**config.mk**
```make
export PLATFORM = sky130hd
export DESIGN_NAME = pipeline_hazard_ctrl_flat
export DESIGN_NICKNAME = d
export VERILOG_FILES = /design/src/rtl/pipe_pkg.sv /design/src/rtl/pipeline_hazard_ctrl_if.sv /design/src/rtl/pipe_stage_reg.sv /design/src/rtl/pipeline_hazard_ctrl.sv /design/src/flat_wrapper.sv
export SDC_FILE = /design/constraint.sdc
export NUM_CORES = 1
export LEC_CHECK = 0
export ABC_AREA = 0
export CORE_MARGIN = 1
export CORE_UTILIZATION = 53
export CTS_CLUSTER_DIAMETER = 60
export DETAILED_ROUTE_END_ITERATION = 7
export PLACE_DENSITY = 0.87
export REMOVE_ABC_BUFFERS = 1
export SETUP_SLACK_MARGIN = 0.2
export SKIP_LAST_GASP = 1
export SLEW_MARGIN = 20
export SYNTH_ARGS = -nofsm -noshare
export SYNTH_HDL_FRONTEND = slang
export SYNTH_HIERARCHICAL = 1
export SYNTH_SLANG_ARGS = --single-unit
```
**constraint.sdc**
```tcl
create_clock -name clk -period 8.36 [get_ports clk]
set_clock_uncertainty 0.05 [all_clocks]
set_input_delay 0.836 -clock clk [delete_from_list [all_inputs] [get_ports clk]]
set_output_delay 0.836 -clock clk [all_outputs]
set_load 0.005 [all_outputs]
```
**src/rtl/pipe_pkg.sv**
```systemverilog
// Shared constants for the pipeline hazard controller: defaults, stage-record
// field widths and the forward-select encoding for "read the register file".
package pipe_pkg;
  localparam int CTRL_W_DEF = 17;
  localparam int DEPTH_DEF  = 3;
  localparam int NSRC_DEF   = 2;
  localparam int RD_W       = 5;
  localparam int CNT_W      = 16;
  localparam int FW_REGFILE = 0;

  typedef enum logic [1:0] {
    PIPE_RUN,
    PIPE_HAZ,
    PIPE_FLUSH,
    PIPE_FREEZE
  } pipe_mode_e;
endpackage

```
**src/rtl/pipeline_hazard_ctrl_if.sv**
```systemverilog
// Bundle between the decode front end and the hazard controller: ID-stage
// operands in, stage records and front-end enables/forward selects out.
interface pipeline_hazard_ctrl_if
  import pipe_pkg::*;
#(
  parameter int CTRL_W = CTRL_W_DEF,
  parameter int DEPTH  = DEPTH_DEF,
  parameter int NSRC   = NSRC_DEF
);
  localparam int FW = $clog2(DEPTH + 1);

  logic [CTRL_W-1:0]       id_ctrl;
  logic [RD_W-1:0]         id_rd;
  logic                    id_rf_en;
  logic                    id_load;
  logic                    id_store;
  logic                    id_valid;
  logic [NSRC*RD_W-1:0]    id_rs;
  logic [NSRC-1:0]         id_rs_used;
  logic                    flush;
  logic                    ext_stall;

  logic [DEPTH*CTRL_W-1:0] stg_ctrl;
  logic [DEPTH*RD_W-1:0]   stg_rd;
  logic [DEPTH-1:0]        stg_valid;
  logic                    pc_le;
  logic                    npc_le;
  logic                    if_id_le;
  logic                    if_id_clr;
  logic                    cu_s;
  logic [NSRC*FW-1:0]      fwd_sel;
  logic [CNT_W-1:0]        stall_cnt;
  logic [CNT_W-1:0]        flush_cnt;

  modport master (
    output id_ctrl, id_rd, id_rf_en, id_load, id_store, id_valid,
           id_rs, id_rs_used, flush, ext_stall,
    input  stg_ctrl, stg_rd, stg_valid, pc_le, npc_le, if_id_le,
           if_id_clr, cu_s, fwd_sel, stall_cnt, flush_cnt
  );

  modport slave (
    input  id_ctrl, id_rd, id_rf_en, id_load, id_store, id_valid,
           id_rs, id_rs_used, flush, ext_stall,
    output stg_ctrl, stg_rd, stg_valid, pc_le, npc_le, if_id_le,
           if_id_clr, cu_s, fwd_sel, stall_cnt, flush_cnt
  );
endinterface

```
**src/rtl/pipe_stage_reg.sv**
```systemverilog
// One post-ID stage record; clr with le turns the incoming slot into a bubble,
// le low freezes the record.
module pipe_stage_reg
  import pipe_pkg::*;
#(
  parameter int CTRL_W = CTRL_W_DEF
) (
  input  logic              clk,
  input  logic              reset,
  input  logic              le,
  input  logic              clr,
  input  logic [CTRL_W-1:0] d_ctrl,
  input  logic [RD_W-1:0]   d_rd,
  input  logic              d_rf_en,
  input  logic              d_load,
  input  logic              d_valid,
  output logic [CTRL_W-1:0] q_ctrl,
  output logic [RD_W-1:0]   q_rd,
  output logic              q_rf_en,
  output logic              q_load,
  output logic              q_valid
);
  always_ff @(posedge clk) begin
    if (reset || (le && clr)) begin
      q_ctrl  <= '0;
      q_rd    <= '0;
      q_rf_en <= 1'b0;
      q_load  <= 1'b0;
      q_valid <= 1'b0;
    end else if (le) begin
      q_ctrl  <= d_ctrl;
      q_rd    <= d_rd;
      q_rf_en <= d_rf_en;
      q_load  <= d_load;
      q_valid <= d_valid;
    end
  end
endmodule

```
**src/rtl/pipeline_hazard_ctrl.sv**
```systemverilog
// Pipeline control: carries stage records, detects load-use hazards, picks
// forwarding sources and counts stall/flush cycles.
module pipeline_hazard_ctrl
  import pipe_pkg::*;
#(
  parameter int CTRL_W = CTRL_W_DEF,
  parameter int DEPTH  = DEPTH_DEF,
  parameter int NSRC   = NSRC_DEF
) (
  input logic                  clk,
  input logic                  reset,
  pipeline_hazard_ctrl_if.slave bus
);
  localparam int FW = $clog2(DEPTH + 1);

  // Index 0 is the ID stage, 1..DEPTH are the registered stages.
  logic [CTRL_W-1:0] s_ctrl  [DEPTH+1];
  logic [RD_W-1:0]   s_rd    [DEPTH+1];
  logic              s_rf_en [DEPTH+1];
  logic              s_load  [DEPTH+1];
  logic              s_valid [DEPTH+1];

  logic [NSRC-1:0]   ld_match;
  logic              hazard;
  pipe_mode_e        mode;
  logic              front_le;
  logic              stage_le;
  logic              stage1_clr;
  logic [FW-1:0]     fwd_pick;
  logic [CNT_W-1:0]  stall_cnt_q;
  logic [CNT_W-1:0]  flush_cnt_q;

  function automatic logic [CNT_W-1:0] sat_inc(input logic [CNT_W-1:0] v);
    return (v == '1) ? v : v + CNT_W'(1);
  endfunction

  assign s_ctrl[0]  = bus.id_ctrl;
  assign s_rd[0]    = bus.id_rd;
  assign s_rf_en[0] = bus.id_rf_en;
  assign s_load[0]  = bus.id_load;
  assign s_valid[0] = bus.id_valid;

  for (genvar k = 1; k <= DEPTH; k++) begin : g_stg
    pipe_stage_reg #(.CTRL_W(CTRL_W)) u_stg (
      .clk     (clk),
      .reset   (reset),
      .le      (stage_le),
      .clr     ((k == 1) ? stage1_clr : 1'b0),
      .d_ctrl  (s_ctrl[k-1]),
      .d_rd    (s_rd[k-1]),
      .d_rf_en (s_rf_en[k-1]),
      .d_load  (s_load[k-1]),
      .d_valid (s_valid[k-1]),
      .q_ctrl  (s_ctrl[k]),
      .q_rd    (s_rd[k]),
      .q_rf_en (s_rf_en[k]),
      .q_load  (s_load[k]),
      .q_valid (s_valid[k])
    );
  end

  always_comb begin
    bus.stg_ctrl  = '0;
    bus.stg_rd    = '0;
    bus.stg_valid = '0;
    for (int k = 1; k <= DEPTH; k++) begin
      bus.stg_ctrl[(k-1)*CTRL_W +: CTRL_W] = s_ctrl[k];
      bus.stg_rd[(k-1)*RD_W +: RD_W]       = s_rd[k];
      bus.stg_valid[k-1]                   = s_valid[k];
    end
  end

  // The store-data operand (last source) is forwarded at MEM, so it never stalls a store.
  always_comb begin
    ld_match = '0;
    for (int i = 0; i < NSRC; i++) begin
      ld_match[i] = s_valid[1] && s_load[1] && s_rf_en[1] && (s_rd[1] != '0) &&
                    (s_rd[1] == bus.id_rs[i*RD_W +: RD_W]) && bus.id_rs_used[i];
    end
    if (bus.id_store) ld_match[NSRC-1] = 1'b0;
    hazard = bus.id_valid && (|ld_match);
  end

  always_comb begin
    mode = PIPE_RUN;
    if (bus.ext_stall)  mode = PIPE_FREEZE;
    else if (bus.flush) mode = PIPE_FLUSH;
    else if (hazard)    mode = PIPE_HAZ;
  end

  always_comb begin
    front_le      = 1'b1;
    bus.cu_s      = 1'b0;
    bus.if_id_clr = 1'b0;
    if (reset) begin
      bus.if_id_clr = 1'b1;
    end else begin
      case (mode)
        PIPE_FREEZE: front_le = 1'b0;
        PIPE_FLUSH:  bus.if_id_clr = 1'b1;
        PIPE_HAZ: begin
          front_le = 1'b0;
          bus.cu_s = 1'b1;
        end
        default: ;
      endcase
    end
  end

  assign bus.pc_le    = front_le;
  assign bus.npc_le   = front_le;
  assign bus.if_id_le = front_le;
  assign stage_le     = (mode != PIPE_FREEZE);
  assign stage1_clr   = (mode == PIPE_FLUSH) || (mode == PIPE_HAZ);

  // Scan oldest to youngest so the youngest eligible producer is the last write.
  always_comb begin
    bus.fwd_sel = '0;
    fwd_pick    = FW'(FW_REGFILE);
    for (int i = 0; i < NSRC; i++) begin
      fwd_pick = FW'(FW_REGFILE);
      for (int k = DEPTH; k >= 1; k--) begin
        if (s_valid[k] && s_rf_en[k] && (s_rd[k] != '0) &&
            (s_rd[k] == bus.id_rs[i*RD_W +: RD_W]) && !((k == 1) && s_load[k]))
          fwd_pick = FW'(k);
      end
      if (!reset) bus.fwd_sel[i*FW +: FW] = fwd_pick;
    end
  end

  always_ff @(posedge clk) begin
    if (reset) begin
      stall_cnt_q <= '0;
      flush_cnt_q <= '0;
    end else begin
      if (mode == PIPE_HAZ)   stall_cnt_q <= sat_inc(stall_cnt_q);
      if (mode == PIPE_FLUSH) flush_cnt_q <= sat_inc(flush_cnt_q);
    end
  end

  assign bus.stall_cnt = stall_cnt_q;
  assign bus.flush_cnt = flush_cnt_q;
endmodule

```
**src/flat_wrapper.sv**
```systemverilog
// flat-port wrapper written by rule: the top's interface ports become plain ports
module pipeline_hazard_ctrl_flat import pipe_pkg::*;
#(
  parameter int CTRL_W = CTRL_W_DEF,
  parameter int DEPTH  = DEPTH_DEF,
  parameter int NSRC   = NSRC_DEF
)
  (clk, reset, bus_id_ctrl, bus_id_rd, bus_id_rf_en, bus_id_load, bus_id_store, bus_id_valid, bus_id_rs, bus_id_rs_used, bus_flush, bus_ext_stall, bus_stg_ctrl, bus_stg_rd, bus_stg_valid, bus_pc_le, bus_npc_le, bus_if_id_le, bus_if_id_clr, bus_cu_s, bus_fwd_sel, bus_stall_cnt, bus_flush_cnt);
  pipeline_hazard_ctrl_if #(.CTRL_W(CTRL_W), .DEPTH(DEPTH), .NSRC(NSRC)) bus_i ();
  input logic clk;
  input logic reset;
  input wire logic [$bits(bus_i.id_ctrl)-1:0] bus_id_ctrl;
  input wire logic [$bits(bus_i.id_rd)-1:0] bus_id_rd;
  input wire logic [$bits(bus_i.id_rf_en)-1:0] bus_id_rf_en;
  input wire logic [$bits(bus_i.id_load)-1:0] bus_id_load;
  input wire logic [$bits(bus_i.id_store)-1:0] bus_id_store;
  input wire logic [$bits(bus_i.id_valid)-1:0] bus_id_valid;
  input wire logic [$bits(bus_i.id_rs)-1:0] bus_id_rs;
  input wire logic [$bits(bus_i.id_rs_used)-1:0] bus_id_rs_used;
  input wire logic [$bits(bus_i.flush)-1:0] bus_flush;
  input wire logic [$bits(bus_i.ext_stall)-1:0] bus_ext_stall;
  output wire logic [$bits(bus_i.stg_ctrl)-1:0] bus_stg_ctrl;
  output wire logic [$bits(bus_i.stg_rd)-1:0] bus_stg_rd;
  output wire logic [$bits(bus_i.stg_valid)-1:0] bus_stg_valid;
  output wire logic [$bits(bus_i.pc_le)-1:0] bus_pc_le;
  output wire logic [$bits(bus_i.npc_le)-1:0] bus_npc_le;
  output wire logic [$bits(bus_i.if_id_le)-1:0] bus_if_id_le;
  output wire logic [$bits(bus_i.if_id_clr)-1:0] bus_if_id_clr;
  output wire logic [$bits(bus_i.cu_s)-1:0] bus_cu_s;
  output wire logic [$bits(bus_i.fwd_sel)-1:0] bus_fwd_sel;
  output wire logic [$bits(bus_i.stall_cnt)-1:0] bus_stall_cnt;
  output wire logic [$bits(bus_i.flush_cnt)-1:0] bus_flush_cnt;
  assign bus_i.id_ctrl = bus_id_ctrl;
  assign bus_i.id_rd = bus_id_rd;
  assign bus_i.id_rf_en = bus_id_rf_en;
  assign bus_i.id_load = bus_id_load;
  assign bus_i.id_store = bus_id_store;
  assign bus_i.id_valid = bus_id_valid;
  assign bus_i.id_rs = bus_id_rs;
  assign bus_i.id_rs_used = bus_id_rs_used;
  assign bus_i.flush = bus_flush;
  assign bus_i.ext_stall = bus_ext_stall;
  assign bus_stg_ctrl = bus_i.stg_ctrl;
  assign bus_stg_rd = bus_i.stg_rd;
  assign bus_stg_valid = bus_i.stg_valid;
  assign bus_pc_le = bus_i.pc_le;
  assign bus_npc_le = bus_i.npc_le;
  assign bus_if_id_le = bus_i.if_id_le;
  assign bus_if_id_clr = bus_i.if_id_clr;
  assign bus_cu_s = bus_i.cu_s;
  assign bus_fwd_sel = bus_i.fwd_sel;
  assign bus_stall_cnt = bus_i.stall_cnt;
  assign bus_flush_cnt = bus_i.flush_cnt;
  pipeline_hazard_ctrl #(.CTRL_W(CTRL_W), .DEPTH(DEPTH), .NSRC(NSRC)) u_core (.clk(clk), .reset(reset), .bus(bus_i));
endmodule
```
=== Yosys cells after proc, flatten, opt, wreduce, memory -nomap -nowiden ===
Index checks and enable logic that the tools add are counted.
Widths: inputs -> output; s select.

* Word-level logic and storage cells: 82
* Input port bits: 42
* Register bits after elaboration: 105
* Output and inout bits: 110

* Bitwise gates (word level): 2
* Reduce and logical (&&, ||, !) cells: 33
* $add $sub $neg: 2
* Equal/unequal tests: 12
* Multiplexer cells: 18

{| class="wikitable"
|+ Operator list
! kind !! count
|-
| $add 16x1->16 const B || 2
|-
| $eq 16x16->1 const B || 2
|-
| $eq 5x5->1 || 6
|-
| $logic_and 1x1->1 || 23
|-
| $mux 2 || 10
|-
| $reduce_bool 5->1 || 3
|-
| $mux 1 || 8
|-
| $eq 2x2->1 const B || 2
|-
| $reduce_and 2->1 || 2
|-
| $reduce_or 2->1 || 2
|-
| $eq 2x1->1 const B || 1
|-
| $logic_or 1x1->1 || 2
|-
| $ne 2x2->1 const B || 1
|-
| $not 1->1 || 2
|-
| $logic_not 1->1 || 1
|}

=== Longest topological paths before layout ===
Gate-level depths: netlist of the first run.

* Depth after elaboration: 15
* Depth in mapped cells: 12
* Gate-level depth less buffers: 11

=== Hierarchy ===
The synthesis of the first run kept the hierarchy.

{| class="wikitable"
|+ Modules (own cells, without submodules)
! module !! instances !! cells each !! sequential area each (sq um) !! area an instance (sq um)
|-
| pipe_stage_reg || 3 || 113 || 500.5 || 1144.8
|-
| pipeline_hazard_ctrl || 1 || 265 || 640.6 || 2193.4
|}

=== Worst setup path before layout of the first run ===
OpenSTA, ideal clock, no wires.

* Path type: input port to output port
* Start: in bus_id_rs[0]
* End: out bus_if_id_clr
* Path buffers: 0
* Arrival: 2.463 ns
* Cell stages on the path: 7
* Path slack: 5.011 ns
* Required time: 7.474 ns
* Path through: nor2b_1 a2111o_1 nor4_2 a21o_2 a21oi_1 ha_1 or2_2

* Cells in the longest elaborated chain, start to end: 11

{| class="wikitable"
|+ RTL lines
! item !! line !! text
|-
| from (decl) || flat_wrapper.sv:18 || <nowiki>input wire logic [$bits(bus_i.id_rs)-1:0] bus_id_rs;</nowiki>
|-
| $eq 5x5->1 || pipeline_hazard_ctrl.sv:78 || <nowiki>(s_rd[1] == bus.id_rs[i*RD_W +: RD_W]) && bus.id_rs_used[i];</nowiki>
|-
| $logic_and 1x1->1 || pipeline_hazard_ctrl.sv:77 || <nowiki>ld_match[i] = s_valid[1] && s_load[1] && s_rf_en[1] && (s_rd[1] != '0) &&</nowiki>
|-
| $logic_and 1x1->1 || pipeline_hazard_ctrl.sv:78 ||
|-
| $reduce_or 2->1 || pipeline_hazard_ctrl.sv:81 || <nowiki>hazard = bus.id_valid && (|ld_match);</nowiki>
|-
| $logic_and 1x1->1 || pipeline_hazard_ctrl.sv:81 ||
|-
| $mux 1 || pipeline_hazard_ctrl.sv:88 || <nowiki>else if (hazard) mode = PIPE_HAZ;</nowiki>
|-
| $mux 2 || pipeline_hazard_ctrl.sv:87 || <nowiki>else if (bus.flush) mode = PIPE_FLUSH;</nowiki>
|-
| $mux 2 || pipeline_hazard_ctrl.sv:86 || <nowiki>if (bus.ext_stall) mode = PIPE_FREEZE;</nowiki>
|-
| $eq 2x2->1 || pipeline_hazard_ctrl.sv:98 || <nowiki>case (mode)</nowiki>
|-
| $mux 1 || pipeline_hazard_ctrl.sv:98 ||
|-
| $mux 1 || pipeline_hazard_ctrl.sv:95 || <nowiki>if (reset) begin</nowiki>
|-
| to (decl) || flat_wrapper.sv:28 || <nowiki>output wire logic [$bits(bus_i.if_id_clr)-1:0] bus_if_id_clr;</nowiki>
|}

No other way between the ends.

=== Worst setup path after layout of the first run ===
* Start: in bus_id_rs[2]
* End: out bus_if_id_clr

The elaborated chain is that of the path after synthesis.

==> results of run 1 <==
==> worst max-delay path: cells and delay by family <==
family / cells / cell delay (ns)
buffers and inverters: 3 / 1.07
AOI/OAI and AO/OA: 3 / 0.71
and+or+nand+nor: 2 / 0.63
adders and majority gates: 1 / 0.34
==> worst paths after layout <==
kind                                                      start                                             to  slack (ns)  depth (start not counted)
hold / removal    u_core/g_stg[3].u_stg/q_ctrl[16]$_SDFFE_PP0P_  u_core/g_stg[3].u_stg/q_ctrl[16]$_SDFFE_PP0P_        0.43                          2
setup / recovery                                   bus_id_rs[2]                                  bus_if_id_clr        3.88                          9
hold reg to reg   u_core/g_stg[3].u_stg/q_ctrl[16]$_SDFFE_PP0P_  u_core/g_stg[3].u_stg/q_ctrl[16]$_SDFFE_PP0P_        0.43                          2
setup reg to reg     u_core/g_stg[1].u_stg/q_rd[1]$_SDFFE_PP0P_  u_core/g_stg[3].u_stg/q_ctrl[14]$_SDFFE_PP0P_        4.81                          9
==> layout make-up <==
type	count	area, um2
timing repair buffer	156	1550
inverter	85	322
sequential	105	2100
clock buffer	13	149
tap	136	170
clock inverter	2	15.0
multi-input combinational	363	2850
fill	792	3080
==> power by group through the flow <==
| stage | logic [uW] | clock network, uW | registers [uW] |
|---|---|---|---|
| 6_report | 135 | 275 | 522 |
| 5_1_grt | 146 | 307 | 524 |
| 4_1_cts | 135 | 285 | 523 |
| 3_3_place_gp | 131 | 0 | 533 |
| 3_5_place_dp | 135 | 0 | 534 |
| 2_1_floorplan | 65.4 | 0 | 532 |
==> placed cells by master (no fill, tap or decap), drive strengths merged, types with 6 or more instances in the layout <==
master,instances
clkdlybuf4s50,150
dfxtp,105
nand2,85
inv,85
o32ai,73
nor2,34
xnor2,24
xor2,21
nand3,15
clkbuf,13
nand4,12
nor3,9
o21ai,9
a21oi,8
nor4,7
or2,7
buf,6
or3,6
==> layer usage <==
metal	global-route usage	vias to the layer above	part of all wire
li1	-	2289	-
met1	0.295	2198	0.43
met2	0.420	117	0.51
met3	0.0545	16	0.051
met4	0.0765	0	0.014
met5	0	-	0
==> stage by stage <==
stage	total power (uW)	area, um2	setup slack (ns)
floorplan	598	5270	3.27
finish	932	7150	3.88
global route	977	7150	3.75
CTS	943	7150	3.89
global placement	665	6990	3.90
detailed placement	669	6990	3.90
==> flip-flops by register name (all words and copies together), names as in the netlist <==
| signal | count |
|---|---|
| u_core/bus.flush_cnt | 16 |
| u_core/bus.stall_cnt | 16 |
| u_core/g_stg.u_stg/q_ctrl | 51 |
| u_core/g_stg.u_stg/q_load | 1 |
| u_core/g_stg.u_stg/q_rd | 15 |
| u_core/g_stg.u_stg/q_rf_en | 3 |
| u_core/g_stg.u_stg/q_valid | 3 |
==> flow_summary.yaml, run 1 <==
die:
  die_area_um2: 10900
  coreArea_um2: 10200
  placementRows: 37
  die_w_um: 104
  die_y_um: 104
  io_pins: 152
  start_util: 0.543
route:
  viasPerCell: 5.37
  firstDrtPassIters: 6
  antenna_left: 0
  wl_per_cell_um: 15.1
  drc_errors: 0
  vias: 4620
  first_iter_violations: 175
  routed_wl_mm: 13.0
timing:
  setup_violations: 0
  slew_headroom: 0.398
  period_minus_slack_ns: 4.48
  max_freq_mhz: 223
  worst_pin_slew_ns: 0.903
  hold_violations: 0
  fin_tns_setup_ns: 0
  final.period_utilization: 0.536
  rsz0062_at_grt: "false"
  slew_viol_final: 0
  hold_ws_ns: 0.433
final_layout:
  final_util: 0.699
  final_cell_count_no_fill: 860
  syn2layout_area_growth_pct: 28.8
  drive_gt1_frac: 0.130
  antenna_cells: 0
  finalNetCount: 767
placed_design:
  io_buffers: 151
  gp_congestion: 0.979
  place_inst: 845
  place_hpwl_mm: 9.33
clock_tree:
  path_clk_slew_ns: 0.09
  cts-htree-levels: 3
  cts_tree: "built"
  worstSkewPairLatency_ns: 0.35
  cts_setup_buffers: 0
  clockBufferDepth: 2
  cts_root_buf: "clkbuf_8"
  cts_buffers: 9
  cts_resized: 0
  cts.sinks: 105
  cts_hold_buf: 0
synth:
  syn_area_um2: 5560
  yosys_warnings: 6
  syn-instance-count: 596
  postSynthAreaPerCell_um2: 9.32
power:
  swShare: 0.259
  vdd_drop_max_uv: 94.1
  p_clk_frac: 0.295
  p_leak_uw: 0.00228
  power_frac_comb: 0.145
  power_switching_uw: 241
  cellPowerDensity_nw_per_um2: 130
  p_int_uw: 691
  seqPwrFrac: 0.560
worst_setup_path:
  cp_cell_sequence: "clkdlybuf4s50_1 -> inv_1 -> a2111o_1 -> nor4_2 -> a21o_2 -> a21oi_1 -> ha_1 -> or2_2 -> clkdlybuf4s50_1"
  path_common_cell: "clkdlybuf4s50_1"
  cp_slowest_stage_delay_ns: 0.55
  required_ns: 7.47
  crit_slowest_cell: "clkdlybuf4s50_1"
  critical_path.endpoint_type: "primary output"
  critPathMaxFanout: 7
  crit_arrival_ns: 3.59
  start_kind: "input pin"
  path_class: "in -> out"
global_route:
  overflow: 0
  grt_pass1_wl_mm: 21.7
  grt_antenna_before_repair: 0
  grt_max_degree: 82
  grt_pass1_vias: 4553
  track_usage: 0.242
status:
  status: "completed"
min_path:
  worstHoldPathType: "reg -> reg"
run:
  cap_violations: 0
Note: power is estimated with default switching activity, not from simulation.
==> inputs of run 2 (changes only) <==
--- a/config.mk
+++ b/config.mk
@@ -7,10 +7,10 @@
 export LEC_CHECK = 0
 export ABC_AREA = 0
 export CORE_MARGIN = 1
-export CORE_UTILIZATION = 53
+export CORE_UTILIZATION = 49
 export CTS_CLUSTER_DIAMETER = 60
 export DETAILED_ROUTE_END_ITERATION = 7
-export PLACE_DENSITY = 0.87
+export PLACE_DENSITY = 0.81
 export REMOVE_ABC_BUFFERS = 1
 export SETUP_SLACK_MARGIN = 0.2
 export SKIP_LAST_GASP = 1
==> constraint.sdc (replaced) <==
create_clock -name clk -period 4.5 [get_ports clk]
set_clock_uncertainty 0.05 [all_clocks]
set_input_delay 0.45 -clock clk [delete_from_list [all_inputs] [get_ports clk]]
set_output_delay 0.45 -clock clk [all_outputs]
set_load 0.005 [all_outputs]
==> flow_summary.yaml, run 2 (synthesis gave the netlist of run 1 again) <==
timing:
  fin_tns_setup_ns: 0
  slew_headroom: 0.369
  slew_viol_final: 0
  rsz0062_at_grt: "false"
  hold_violations: 0
  max_freq_mhz: 267
  final.period_utilization: 0.831
  worst_pin_slew_ns: 0.946
  setup_slack_ns: 0.759
  setup_violations: 0
  period_minus_slack_ns: 3.74
worst_setup_path:
  reg2reg_slack_ns: 1.24
  required_ns: 4.00
  critPathMaxFanout: 7
  start_kind: "input pin"
  path_class: "in -> out"
  critical_path.endpoint_type: "primary output"
  reg2reg_from: "u_core/g_stg[1].u_stg/q_rd[0]$_SDFFE_PP0P_"
  r2r.worst_path.cells: 11
  r2r-end: "u_core/bus.stall_cnt[13]$_SDFFE_PP0P_"
  crit_arrival_ns: 3.24
  cp-startpoint: "bus_id_rs[0]"
route:
  wl_met2_mm: 6.71
  vias: 4630
  viasPerCell: 5.36
  drt-met1-wl_mm: 5.60
  routed_wl_mm: 13.3
  wl_per_cell_um: 15.3
  top_layer: "met4"
  antenna_left: 0
  first_iter_violations: 255
  firstDrtPassIters: 4
  wl_met3_um: 825
  drc_errors: 0
power:
  swShare: 0.251
  p_clk_frac: 0.372
  power_switching_uw: 490
  cellPowerDensity_nw_per_um2: 268
  vdd_drop_max_uv: 213
  p_int_uw: 1460
  p_leak_uw: 0.00234
  power_frac_comb: 0.130
  seqPwrFrac: 0.498
final_layout:
  antenna_cells: 0
  drive_gt1_frac: 0.133
  final_cell_count_no_fill: 864
  finalNetCount: 767
  final_cell_mix: "clkdlybuf4s50_1, dfxtp_1, nand2_1, inv_1, o32ai_2"
  final_util: 0.666
  largest_reg_flops: 51
  layout_commonest_cell: "clkdlybuf4s50_1"
  top_register: "u_core/g_stg.u_stg/q_ctrl"
  syn2layout_area_growth_pct: 31.0
run:
  cap_violations: 0
die:
  die_y_um: 108
  die_w_um: 108
  start_util: 0.508
  io_pins: 152
  coreArea_um2: 10900
  die_area_um2: 11800
  placementRows: 38
global_route:
  grt_max_degree: 80
  grt_pass1_wl_mm: 21.6
  track_usage: 0.230
  grt_pass1_vias: 4468
  overflow: 0
  grt_antenna_before_repair: 0
clock_tree:
  cts-htree-levels: 3
  clockBufferDepth: 2
  cts_buffers: 9
  cts.sinks: 105
  cts_tree: "built"
  path_clk_slew_ns: 0.06
  cts_setup_buffers: 0
  cts_resized: 0
  cts_root_buf: "clkbuf_16"
  cts_hold_buf: 0
  worstSkewPairLatency_ns: 0.34
placed_design:
  place_inst: 849
  dp_slack_ns: 0.733
  place_hpwl_mm: 9.41
  gp_congestion: 0.872
  io_buffers: 151
min_path:
  min_to: "u_core/g_stg[3].u_stg/q_rf_en$_SDFFE_PP0P_"
  hp-start: "u_core/g_stg[3].u_stg/q_rf_en$_SDFFE_PP0P_"
  whs_path_depth: 2
  worstHoldPathType: "reg -> reg"
status:
  status: "completed"
-- run 2: changes by cell type in the layout (fill, tap and decap cells not counted), sizes merged --
cell,change
clkbuf,-2
clkinv,+1
inv,+1
-- run 2: through the flow --
| step | total power, uW | cell area [um2] | hold slack, ns |
|---|---|---|---|
| 6_report | 1950 | 7280 | 0.437 |
| 5_1_grt | 2030 | 7280 | 0.452 |
| 4_1_cts | 1970 | 7280 | 0.442 |
| 3_5_place_dp | 1250 | 7010 | 0.432 |
| 3_3_place_gp | 1240 | 7010 | 0.412 |
| 2_1_floorplan | 1110 | 5270 | 0.401 |
-- run 2: cell type report --
class / instances / area (um2)
fill: 871 / 3660
inverter: 85 / 322
tap: 140 / 175
multi-input combinational: 363 / 2850
clock buffer: 11 / 243
clock inverter: 4 / 28.8
sequential: 105 / 2100
timing repair buffer: 156 / 1560
-- run 2: critical path, cell delays in order --
cell             delay, ns
clkdlybuf4s50_1       0.50
nor2b_1               0.17
a2111o_1              0.40
nor4_2                0.32
a21o_2                0.21
a21oi_1               0.07
ha_1                  0.33
or2_2                 0.32
clkdlybuf4s50_1       0.45
-- run 2: worst max-delay path by stage --
stage / end / slack [ns] / depth (start not counted)
floorplan: u_core/g_stg[1].u_stg/q_ctrl[16]$_SDFFE_PP0P_ / -0.29 / 7
global placement: bus_if_id_clr / 0.78 / 9
detailed placement: bus_if_id_clr / 0.73 / 9
CTS: bus_if_id_clr / 0.72 / 9
global route: bus_if_id_clr / 0.59 / 9
finish: bus_if_id_clr / 0.76 / 9
-- run 2: power groups by stage --
stage	Sequential (uW)	Clock (uW)	Combinational, uW
floorplan	989	0	122
global placement	990	0	248
detailed placement	992	0	254
CTS	970	743	255
global route	974	784	275
finish	970	725	253
-- run 2: layer usage --
| metal | up-vias | track usage |
|---|---|---|
| met5 | - | 0 |
| met4 | 0 | 0.0560 |
| met1 | 2198 | 0.283 |
| met3 | 11 | 0.0603 |
| met2 | 126 | 0.399 |
| li1 | 2295 | - |
==> RTL change (flow settings as in run 2) <==
Change the package constant `RD_W` from 5 to 10.
--- a/src/rtl/pipe_pkg.sv
+++ b/src/rtl/pipe_pkg.sv
@@ -6,3 +6,3 @@
   localparam int NSRC_DEF   = 2;
-  localparam int RD_W       = 5;
+  localparam int RD_W       = 10;
   localparam int CNT_W      = 16;
Interface: changed (resized bus_id_rd, bus_id_rs and bus_stg_rd); port bits go from 152 to 182. The function was not compared with the original's and may differ.
==> RTL change against run 2 <==
  * Clock power increased by 77%
  * Final cell count increased by 21%
  * Total power increased by 40%
  * Combinational power increased by 32%
  * Sequential cell count increased by 15
  * Maximum frequency increased by 4.8%
  * Cell area increased by 24%
  * Synthesized area increased by 21%
  * Global-route usage increased by 0.96 points
  * Setup slack improved by 170 ps
  * Wire length increased by 26%
  * Critical endpoint unchanged
  * Highest routed layer unchanged
==> RTL change: results (changes against run 2) <==
Parameter                              Value

Worst hold path
  Hold crit path type    input port to flip-flop

GRT
  Met2 usage in global routing    38.05% (-1.8 points)
  All-layer global routing usage    23.99% (+0.96 points)
  Met1 GRT Util    30.13% (+1.8 points)
  Wire length of the first global-routing pass    26,950 um (+25%)
  Initial antenna violation count    0 (unchanged)
  Met3 capacity usage during global routing    7.950% (+1.9 points)
  Via count of the first global-routing pass    5,228 (+17%)
  Pin count of the biggest net entering global routing    86 (+7.5%)

Detailed routing
  Count of routing violations after the opening detailed-route iteration    409 (+60%)
  Via count    5,628 (+22%)
  DR WL/cell    16.00 um (+4.3%)

Critical path
  Reg-to-reg slack, setup    1440 ps (+200 ps)
  Arrival time of data at the critical path endpoint    3070 ps (-170 ps)
  Delay of the slowest cell on the worst path    550 ps (+50 ps)
  Worst path slowest cell    sky130_fd_sc_hd__clkdlybuf4s50_1
  Launch point of the critical path    bus_id_rs[9]
  Largest driver fanout on the critical path    9 (+2)
  Worst reg2reg endpoint    u_core/bus.stall_cnt[10]
  Origin of the critical flop-to-flop path    u_core/g_stg[1].u_stg/q_rd[8]
  Last element of the critical path    bus_if_id_clr

Final layout
  Fraction of final layout cells sized beyond drive strength 1    15.86% (+2.6 points)
  Ant. Diodes    0 (unchanged)
  Number of nets in the layout    919 (+20%)
  Filler cell count    1,060 (+22%)

Clock tree
  Maximum level of the CTS H-tree    4 (+1)
  Clk root buf    sky130_fd_sc_hd__clkbuf_16
  Later-pin clock latency in the skew report    420 ps (+80 ps)
  Total CTS buffers    17 (+8)
  Post-cts sizing count    0 (unchanged)

Placement
  Estimated wirelength of the detail-placed design    11,440 um (+22%)
  Port Buf Inserts    181 (+20%)
  Routability-driven placement congestion ratio    0.8975 (+3.0%)
  Post-Place Cell Area    0.008434 mm^2 (+20%)
  Worst setup timing slack at the placement stage    991.2 ps (+258.6 ps)

Outcome
  Status    finished, final reports clean

Power
  Largest vdd supply drop    0.3143 mV (+47%)
  Cell leakage power    2.950 nW (+26%)

STA
  Worst-Margin Slew    739.8 ps (-206.0 ps)
  Highest Clock Rate    280.2 MHz (+4.8%)
RTL change: how the worst min path moves through the flow:
stage / startpoint / to / slack, ps / depth (start not counted)
final: reset / u_core/bus.stall_cnt[6] / 410 / 2
after global routing: reset / u_core/bus.stall_cnt[6] / 440 / 2
after CTS: reset / u_core/bus.stall_cnt[6] / 430 / 2
after detailed placement: u_core/g_stg[3].u_stg/q_ctrl[14] / u_core/g_stg[3].u_stg/q_ctrl[14] / 430 / 2
after global placement: u_core/g_stg[3].u_stg/q_ctrl[16] / u_core/g_stg[3].u_stg/q_ctrl[16] / 420 / 2
after floorplan: u_core/g_stg[3].u_stg/q_rf_en / u_core/g_stg[3].u_stg/q_rf_en / 420 / 2
RTL change: stage by stage:
step	utilization [%]	instances
after floorplan	-	653
after global placement	63.44	1014
after detailed placement	63.44	1014
after CTS	67.66	1046
after global routing	67.66	1046
final	67.66	1046
RTL change: critical path, delay by kind of cell:
family | cells | cell delay (ps)
xor+xnor | 1 | 160
fa+ha+maj | 1 | 310
simple gates | 3 | 720
buf+inv | 2 | 1000
compound gates | 2 | 420
RTL change: final cells by class:
class | count | area (um^2) | area share [%]
well taps | 176 | 220.2 | 2.448
clock buffers | 24 | 491.7 | 5.466
flip-flops and latches | 120 | 2402 | 26.70
repair buffers | 185 | 1868 | 20.76
multi-input cells | 440 | 3590 | 39.90
clock inverters | 8 | 70.07 | 0.7789
inverters | 93 | 354.1 | 3.936
RTL change: layer usage:
layer / wire [um] / vias up
li1: - / 2757
met1: 7261 / 2669
met2: 7882 / 179
met3: 1269 / 23
met4: 322 / 0
met5: 0 / -
RTL change: where the power goes:
group | internal (mW) | total (mW) | switching, mW
combinational | 0.160 | 0.334 | 0.173
sequential | 1.09 | 1.12 | 0.0295
clock | 0.812 | 1.28 | 0.467
